### config.mk
export PLATFORM = sky130hd
export DESIGN_NAME = key_event_capture
export DESIGN_NICKNAME = d
export VERILOG_FILES = /design/src/rtl/key_event_pkg.sv /design/src/rtl/key_debouncer.sv /design/src/rtl/key_event_capture.sv
export SDC_FILE = /design/constraint.sdc
export NUM_CORES = 1
export LEC_CHECK = 0
export ABC_AREA = 1
export CAP_MARGIN = 40
export CORE_ASPECT_RATIO = 1.25
export CORE_MARGIN = 2
export CORE_UTILIZATION = 39
export CTS_BUF_LIST = sky130_fd_sc_hd__clkbuf_2
export CTS_CLUSTER_SIZE = 12
export DETAILED_ROUTE_END_ITERATION = 6
export HOLD_SLACK_MARGIN = 0.15
export SYNTH_ARGS = -nofsm -noshare
export SYNTH_HDL_FRONTEND = slang
export SYNTH_HIERARCHICAL = 1
export SYNTH_SLANG_ARGS = --single-unit
### constraint.sdc
create_clock -name clk -period 3.3 [get_ports clk]
set_input_delay 0.495 -clock clk [delete_from_list [all_inputs] [get_ports clk]]
set_output_delay 0.495 -clock clk [all_outputs]
set_load 0.02 [all_outputs]
### src/rtl/key_event_pkg.sv
// Shared constants for the key event capture block: register map, status and
// control bit positions, and the packed layout of a captured event code.
package key_event_pkg;

  localparam logic [1:0] ADDR_DATA   = 2'd0;
  localparam logic [1:0] ADDR_STATUS = 2'd1;
  localparam logic [1:0] ADDR_CTRL   = 2'd2;
  localparam logic [1:0] ADDR_INPUT  = 2'd3;

  localparam int ST_EMPTY     = 0;
  localparam int ST_FULL      = 1;
  localparam int ST_OVF       = 2;
  localparam int ST_IRQ_EN    = 3;
  localparam int ST_COUNT_LSB = 8;

  localparam int CTRL_IRQ_EN  = 0;
  localparam int CTRL_FLUSH   = 1;
  localparam int CTRL_OVF_CLR = 2;

  localparam int CODE_PRESS_LSB = 0;
  localparam int CODE_REL_BIT   = 2;
  localparam int CODE_SW_LSB    = 4;
  localparam int RD_VALID_BIT   = 31;

  typedef struct packed {
    logic [3:0] sw;
    logic       rsvd;
    logic       rel;
    logic [1:0] press;
  } event_code_t;

  function automatic event_code_t make_code(input logic [3:0] sw,
                                            input logic       rel,
                                            input logic [1:0] press);
    event_code_t c;
    c.sw    = sw;
    c.rsvd  = 1'b0;
    c.rel   = rel;
    c.press = press;
    return c;
  endfunction

endpackage

### src/rtl/key_debouncer.sv
// One-bit 2-flop synchronizer followed by a run-length debouncer; the stable
// output only follows after DEBOUNCE_CYCLES consecutive differing samples.
module key_debouncer #(
  parameter int   DEBOUNCE_CYCLES = 50000,
  parameter logic RST_VAL         = 1'b0
) (
  input  logic clk,
  input  logic reset_n,
  input  logic din,
  output logic dout
);
  localparam int CW = (DEBOUNCE_CYCLES > 1) ? $clog2(DEBOUNCE_CYCLES) : 1;

  logic          sync1_q, sync2_q;
  logic          db_q, db_d;
  logic [CW-1:0] cnt_q, cnt_d;

  // Synchronizer flops start at the reset level so release never looks like an edge.
  always_ff @(posedge clk or negedge reset_n) begin
    if (!reset_n) begin
      sync1_q <= RST_VAL;
      sync2_q <= RST_VAL;
      db_q    <= RST_VAL;
      cnt_q   <= '0;
    end else begin
      sync1_q <= din;
      sync2_q <= sync1_q;
      db_q    <= db_d;
      cnt_q   <= cnt_d;
    end
  end

  // For a single bit, "differs from stable" is the same as "same new level".
  always_comb begin
    db_d  = db_q;
    cnt_d = '0;
    if (sync2_q != db_q) begin
      if (cnt_q == CW'(DEBOUNCE_CYCLES - 1)) db_d = sync2_q;
      else                                    cnt_d = cnt_q + CW'(1);
    end
  end

  assign dout = db_q;

endmodule

### src/rtl/key_event_capture.sv
// Debounced pushbutton/switch capture with an event FIFO behind an Avalon-MM
// slave. Define KEY_EVENT_RELEASE_EN to also queue key-release events.
module key_event_capture
  import key_event_pkg::*;
#(
  parameter int DEBOUNCE_CYCLES = 50000,
  parameter int FIFO_DEPTH      = 4
) (
  input  logic        clk,
  input  logic        reset_n,
  input  logic [1:0]  address,
  input  logic        read,
  output logic [31:0] readdata,
  input  logic        write,
  input  logic [31:0] writedata,
  input  logic [1:0]  key,
  input  logic [3:0]  switch,
  output logic        irq
);
  localparam int AW   = (FIFO_DEPTH > 1) ? $clog2(FIFO_DEPTH) : 1;
  localparam int CNTW = AW + 1;

  logic [1:0] key_db;
  logic [3:0] sw_db;

  for (genvar i = 0; i < 2; i++) begin : g_key
    key_debouncer #(.DEBOUNCE_CYCLES(DEBOUNCE_CYCLES), .RST_VAL(1'b1)) u_db (
      .clk(clk), .reset_n(reset_n), .din(key[i]), .dout(key_db[i]));
  end

  for (genvar i = 0; i < 4; i++) begin : g_sw
    key_debouncer #(.DEBOUNCE_CYCLES(DEBOUNCE_CYCLES), .RST_VAL(1'b0)) u_db (
      .clk(clk), .reset_n(reset_n), .din(switch[i]), .dout(sw_db[i]));
  end

  logic [1:0]  key_prev_q;
  logic [1:0]  press;
  logic        evt_vld;
  event_code_t evt_code;

  always_comb begin
    press = key_prev_q & ~key_db;
`ifdef KEY_EVENT_RELEASE_EN
    evt_vld  = (|press) | (|(~key_prev_q & key_db));
    evt_code = (|press) ? make_code(sw_db, 1'b0, press)
                        : make_code(sw_db, 1'b1, ~key_prev_q & key_db);
`else
    evt_vld  = |press;
    evt_code = make_code(sw_db, 1'b0, press);
`endif
  end

  logic [AW-1:0]   wr_ptr_q, wr_ptr_d, rd_ptr_q, rd_ptr_d;
  logic [CNTW-1:0] count_q, count_d;
  logic            ovf_q, ovf_d, irq_en_q, irq_en_d, irq_q;
  logic [31:0]     readdata_q, readdata_d, status;
  event_code_t     mem_q [FIFO_DEPTH];
  logic            empty, full, ctrl_wr, flush, pop, push;

  assign empty   = (count_q == '0);
  assign full    = (count_q == CNTW'(FIFO_DEPTH));
  assign ctrl_wr = write && (address == ADDR_CTRL);
  assign flush   = ctrl_wr && writedata[CTRL_FLUSH];
  assign pop     = read && (address == ADDR_DATA) && !empty;
  // A full FIFO still accepts a push when the same cycle pops; flush wins over both.
  assign push    = evt_vld && !flush && (!full || pop);

  always_comb begin
    wr_ptr_d = wr_ptr_q;
    rd_ptr_d = rd_ptr_q;
    count_d  = count_q;
    ovf_d    = ovf_q;
    irq_en_d = irq_en_q;
    if (ctrl_wr) begin
      irq_en_d = writedata[CTRL_IRQ_EN];
      if (writedata[CTRL_OVF_CLR]) ovf_d = 1'b0;
    end
    if (evt_vld && full && !pop && !flush) ovf_d = 1'b1;
    if (flush) begin
      wr_ptr_d = '0;
      rd_ptr_d = '0;
      count_d  = '0;
    end else begin
      if (push) wr_ptr_d = wr_ptr_q + AW'(1);
      if (pop)  rd_ptr_d = rd_ptr_q + AW'(1);
      count_d = count_q + CNTW'(push) - CNTW'(pop);
    end
  end

  always_comb begin
    status               = '0;
    status[ST_EMPTY]     = empty;
    status[ST_FULL]      = full;
    status[ST_OVF]       = ovf_q;
    status[ST_IRQ_EN]    = irq_en_q;
    status[ST_COUNT_LSB +: 8] = 8'(count_q);
  end

  always_comb begin
    readdata_d = readdata_q;
    if (read) begin
      case (address)
        ADDR_DATA:   readdata_d = pop ? {1'b1, 23'b0, mem_q[rd_ptr_q]} : 32'b0;
        ADDR_STATUS: readdata_d = status;
        ADDR_INPUT:  readdata_d = {26'b0, sw_db, key_db};
        default:     readdata_d = 32'b0;
      endcase
    end
  end

  always_ff @(posedge clk or negedge reset_n) begin
    if (!reset_n) begin
      key_prev_q <= 2'b11;
      wr_ptr_q   <= '0;
      rd_ptr_q   <= '0;
      count_q    <= '0;
      ovf_q      <= 1'b0;
      irq_en_q   <= 1'b0;
      irq_q      <= 1'b0;
      readdata_q <= '0;
    end else begin
      key_prev_q <= key_db;
      wr_ptr_q   <= wr_ptr_d;
      rd_ptr_q   <= rd_ptr_d;
      count_q    <= count_d;
      ovf_q      <= ovf_d;
      irq_en_q   <= irq_en_d;
      irq_q      <= irq_en_q & ~empty;
      readdata_q <= readdata_d;
    end
  end

  always_ff @(posedge clk) begin
    if (push) mem_q[wr_ptr_q] <= evt_code;
  end

  assign readdata = readdata_q;
  assign irq      = irq_q;

  logic unused_wdata;
  assign unused_wdata = &{1'b0, writedata[31:3]};

endmodule
; ---- Word-level counts from Yosys, hierarchy flattened
; Memories as Yosys holds them, arrays and structs flattened.
; Cells that the tools add are included.
[word_totals]
regBits = 158
ramBits = 24
input_bits = 44
output_inout_bits = 33
mem_count = 1
[mem_list]
columns = name, words, width, read_ports, rd_ports_with_merged_regs, wr, line
row1 = mem_q, 4, 6, 1, 0, 1, key_event_capture.sv:57  ; event_code_t mem_q [FIFO_DEPTH];
[op_classes]
n_addsub = 10
n_eq_ne = 16
mux = 24
bitwise = 4
n_reduce_logical = 28
[op_table]
columns = cell, n
row1 = $mux 16, 12
row2 = $add 16x1->16 const B, 6
row3 = $eq 16x16->1 const B, 6
row4 = $pmux 32 s3, 1
row5 = $mux 32, 1
row6 = $reduce_and 2->1, 7
row7 = $logic_and 1x1->1, 9
row8 = $mux 2, 4
row9 = $reduce_bool 2->1, 4
row10 = $ne 1x1->1, 6
row11 = $mux 1, 5
row12 = $add 2x1->2 const B, 2
row13 = $eq 2x2->1 const B, 2
row14 = $logic_not 1->1, 4
row15 = $add 3x1->3, 1
row16 = $eq 3x3->1 const B, 1
row17 = $logic_not 3->1, 1
row18 = $mux 3, 1
row19 = $sub 3x1->3, 1
row20 = $and 2x2->2, 1
row21 = $eq 2x1->1 const B, 1
row22 = $logic_not 2->1, 1
row23 = $not 2->2, 1
row24 = $reduce_or 2->1, 1
row25 = other kinds (3), 3

; ---- Longest topological paths before layout
[logic_depth]
word_depth = 9
depth_mapped = 13
mapped_depth_nobuf = 13

; ---- Cells and area by module
; Netlist, hierarchy kept.
[by_module_without_submodules]
columns = mod, n_inst, cells_each, area_each_um2, seq_area_each_um2
row1 = key_debouncer at g_sw[0].u_db ..., 4, 132, 1036.0, 475.5
row2 = key_event_capture, 1, 258, 2401.1, 1323.8
row3 = key_debouncer at g_key[0].u_db ..., 2, 132, 1039.7, 479.2

; ---- Worst setup path after synthesis
; OpenSTA, ideal clock, no wires.
[synth_path]
kind = input to register
startpoint = input port read
endpoint = register count_q[1]
setup_ns = 0.063
arrival_ns = 2.181
required_ns = 3.237
slack_ns = 1.055
cell_stages = 11
path_buffers = 1
path_cell_list = buf_4 nand3_4 nand2_2 nand2_4 ha_1 inv_1 ha_1 inv_1 fa_1 or2_2 inv_1
[synth_between]
elab_chain_len = 7
[synth_rtl]
columns = element, line
row1 = from (decl), key_event_capture.sv:12  ; input logic read,
row2 = $logic_and 1x1->1 * (2 in a row), key_event_capture.sv:64  ; assign pop = read && (address == ADDR_DATA) && !empty;
row3 = $logic_or 1x1->1, key_event_capture.sv:66  ; assign push = evt_vld && !flush && (!full || pop);
row4 = $logic_and 1x1->1, key_event_capture.sv:66
row5 = $add 3x1->3, key_event_capture.sv:86  ; count_d = count_q + CNTW'(push) - CNTW'(pop);
row6 = $sub 3x1->3 *, key_event_capture.sv:86
row7 = $mux 3 *, key_event_capture.sv:79  ; if (flush) begin
row8 = via count_d[1], key_event_capture.sv:54  ; logic [CNTW-1:0] count_q, count_d;
row9 = to (signal assigned), key_event_capture.sv:125  ; count_q <= count_d;
row10 = to (decl), key_event_capture.sv:54
; Mark *: on every way through the listed nets, which the timed path passes. The rest lies on a longest branch.
; A chain may end at the register's enable or synchronous reset.

; ---- Worst setup path after layout
[layout_path]
startpoint = register g_key[1].u_db.db_q
endpoint = register count_q[1]
[layout_between]
elab_chain_len = 8
[layout_rtl]
columns = element, line
row1 = from (decl), key_debouncer.sv:15  ; logic db_q, db_d;
row2 = from (signal assigned), key_debouncer.sv:23  ; db_q <= RST_VAL;
row3 = from (signal assigned), key_debouncer.sv:28  ; db_q <= db_d;
row4 = $not 2->2, key_event_capture.sv:42  ; press = key_prev_q & ~key_db;
row5 = $and 2x2->2, key_event_capture.sv:42
row6 = $reduce_or 2->1, key_event_capture.sv:48  ; evt_vld = |press;
row7 = $logic_and 1x1->1 (2 in a row), key_event_capture.sv:66
row8 = $add 3x1->3, key_event_capture.sv:86
row9 = $sub 3x1->3, key_event_capture.sv:86
row10 = $mux 3, key_event_capture.sv:79
row11 = via count_d[1], key_event_capture.sv:54
; The timed path passes the listed nets, and every way through them passes these cells.

==> impl_metrics.env <==
export IMPL_status="finished clean"
export IMPL_syn_area_um2=8625
export IMPL_finalHoldViolations=0
export IMPL_drtAntennaViolNets=0
export IMPL_clock_sinks=162
export IMPL_insertion_delay_ns=0.73
export IMPL_wl_um=16270
export IMPL_use_met3=0.03068
export IMPL_path_buf_inv=5
export IMPL_rows=60
export IMPL_slowest_delay_ns=0.64
export IMPL_cts_max_path_buffers=2
export IMPL_final_common_cell="nand2_1"
export IMPL_crit_path_frequent_cell="inv_1"
export IMPL_coreArea_um2=21620
export IMPL_ys_ff_latch=162
export IMPL_maxSlewHeadroom=0.6101
export IMPL_path_clk_slew_ns=0.25
export IMPL_drtIter0Drc=367
export IMPL_die_area_um2=23330
export IMPL_root_buffer="clkbuf_2"
export IMPL_postLayoutCellArea_um2=9483
export IMPL_crit_path_top_delay_cell="dfstp_2"
export IMPL_post_cts_setup_buffer_count=0
export IMPL_combinationalPowerShare=0.145
export IMPL_yosysWarnings=6
export IMPL_gr_total_overflow=0
export IMPL_cp_start_kind="flip-flop"
export IMPL_drive_gt1_frac=0.1204
export IMPL_grt_pass1_vias=6332
export IMPL_rsz0062_at_grt="no"
export IMPL_routedWlPerCell_um=11.68
export IMPL_die_y_um=170.3
export IMPL_grt_first_pass_wirelength_um=29250
export IMPL_syn_avg_cell_area_um2=8.214
export IMPL_p_switching_mw=1.164
export IMPL_grt_util_met2=0.2594
export IMPL_ctsHoldBuffers=7
export IMPL_tightest_slew_ns=0.5849
export IMPL_final_cell_mix="nand2_1 (232), nor2_1 (210), inv_1 (136)"
export IMPL_end_kind="flip-flop"
export IMPL_setup_slack_ns=0.9504
export IMPL_nets=1157
export IMPL_io_buffer_count=27
export IMPL_synth_edf_count=24
export IMPL_synth_ff_type="dfrtp_1"
export IMPL_vias_per_cell=4.642
export IMPL_switching_share=0.3035
export IMPL_critPathKind="reg -> reg"
export IMPL_fin_skew_ns=0.02923
export IMPL_seq_area_frac_synth=0.4851
export IMPL_grt_busiest_layer="met2"
export IMPL_grt_antenna_before_repair=1
export IMPL_dp_cells=1353
export IMPL_pre_cts_ws_ns=0.4293
export IMPL_initial_utilization=0.3989
export IMPL_fp_dieW_um=137.0
export IMPL_powerDensity_nw_per_um2=404.6
export IMPL_path_cells="inv_1, nand2_1, o21ai_0, nand2_2, inv_2, nand2_4, ha_1, inv_1, ha_1, inv_1, fa_1, or2_2, inv_1"
export IMPL_min_period_ns=2.350
export IMPL_fin_setup_tns_ns=0
export IMPL_worstPathMaxFanout=7
export IMPL_dr_pass1_iters=4
export IMPL_synth_cell_types=39
export IMPL_post_cts_resized=0
export IMPL_path_delay_family="adder cells"
export IMPL_hold_class="in -> async"
export IMPL_cts_tree="built"
export IMPL_clkPwrFrac=0.280
export IMPL_hpwl_um=11970
export IMPL_vdd_drop_max_mv=0.1858
export IMPL_cap_viol_max_count=0
export IMPL_final_setup_viol_count=0
export IMPL_postPlaceCellArea_um2=9165
export IMPL_grt_usage=0.1547
export IMPL_async_flop_share=0.8519
export IMPL_fmax_ghz=0.4256
export IMPL_vias=6466
export IMPL_post_route_drc_count=0
export IMPL_synth_cells=1050
export IMPL_numCtsBuffers=17
export IMPL_p_leak_nw=4.577
export IMPL_total_power_mw=3.837
export IMPL_area_delta_synth_final_pct=9.952
export IMPL_io_pins=77
export IMPL_crit_required_ns=3.99
export IMPL_grt_max_degree=62
export IMPL_seq_power_share=0.574
export IMPL_gp_congestion=0.8479
export IMPL_critPathArrivalTime_ns=3.04
export IMPL_slew_violations=0
export IMPL_final_period_utilization=0.7120
export IMPL_use_met1=0.2002
export IMPL_p_int_mw=2.673
export IMPL_htreeDepth=4
export IMPL_instances_no_fill=1393
## stage by stage
stage / util / hold WS [ns]
floorplan: - / 0.1994
global placement: 0.4239 / 0.3388
detailed placement: 0.4239 / 0.3463
CTS: 0.4385 / 0.2174
global route: 0.4386 / 0.2273
finish: 0.4386 / 0.2669
## path summary, 6_finish.rpt
kind	end	from	cells past startpoint	slack [ns]
setup / recovery	count_q[1]	g_key[1].u_db/dout	13	0.95
hold / removal	g_key[0].u_db/cnt_q[4]	reset_n	2	0.27
setup reg to reg	count_q[1]	g_key[1].u_db/dout	13	0.95
hold reg to reg	g_key[1].u_db/sync2_q	g_key[1].u_db/sync1_q	0	0.37
max in group asynchronous	key_prev_q[1]	reset_n	3	2.29
min in group clk	irq_en_q	writedata[0]	3	0.33
## per-layer routing
metal | wire (um) | up-vias
li1 | - | 3358
met1 | 7700 | 3011
met2 | 7962 | 82
met3 | 398 | 15
met4 | 205 | 0
met5 | 0 | -
## worst reg2reg max path: cells and delay by family, from the launching register on
kind | cells | cell delay, ns
buffers and inverters | 5 | 0.28
AOI/OAI and AO/OA | 1 | 0.11
adders and majority gates | 3 | 0.78
and+or+nand+nor | 4 | 0.54
DFF | 1 | 0.64
## registers in the layout, summed over array words and instances (netlist names), 3 cells and up
signal	cells
g_sw.u_db/sync2_q	4
g_sw.u_db/sync1_q	4
g_sw.u_db/cnt_q	64
g_key.u_db/cnt_q	32
g_sw.u_db/dout	4
count_q	3
mem_q	24
readdata	12
## power by group through the flow
stage	sequential (mW)	combinational, mW	clock (mW)
floorplan	2.23	0.404	0
global placement	2.24	0.554	0
detailed placement	2.24	0.560	0
CTS	2.21	0.569	1.15
global route	2.22	0.651	1.21
finish	2.20	0.557	1.08
## cell families (layout without fill, tap and decap cells)
| logic type | count (synthesis) | count (layout) | synth area share |
|---|---|---|---|
| other | 1 | 21 | 0.0004348 |
| buffers and inverters | 173 | 217 | 0.08603 |
| AND/OR/NAND/NOR | 616 | 616 | 0.3347 |
| XOR/XNOR | 31 | 31 | 0.03670 |
| adder cells (fa/ha/maj) | 13 | 13 | 0.01973 |
| flip-flops | 162 | 162 | 0.4851 |
| AO/OA/AOI/OAI | 54 | 54 | 0.03728 |
## Yosys cell counts (7+ instances only)
cell type | count | area share
edfxtp_1 | 24 | 0.084
a21oi_1 | 15 | 0.0087
nand2_4 | 7 | 0.0091
a31oi_1 | 7 | 0.0051
nor2_1 | 210 | 0.091
inv_2 | 12 | 0.0052
inv_1 | 136 | 0.059
xor2_1 | 19 | 0.019
nand4_1 | 24 | 0.017
dfrtp_1 | 130 | 0.38
buf_4 | 22 | 0.019
dfstp_2 | 8 | 0.024
nand3_2 | 12 | 0.014
nand3_1 | 80 | 0.046
nor2_2 | 12 | 0.0087
nand2_1 | 232 | 0.10
nand2_2 | 15 | 0.011
o21ai_0 | 16 | 0.0093
ha_1 | 12 | 0.017
## final cells by class
class,instances,area (um2)
multi-input cells,734,3770
inverters,148,555.5
clock inverters,15,160.2
well taps,279,349.1
repair buffers,37,376.6
clock buffers,17,85.08
flip-flops and latches,162,4184
diodes,1,2.502
fillers,2203,12140
Power figures use the tool's default switching activity.
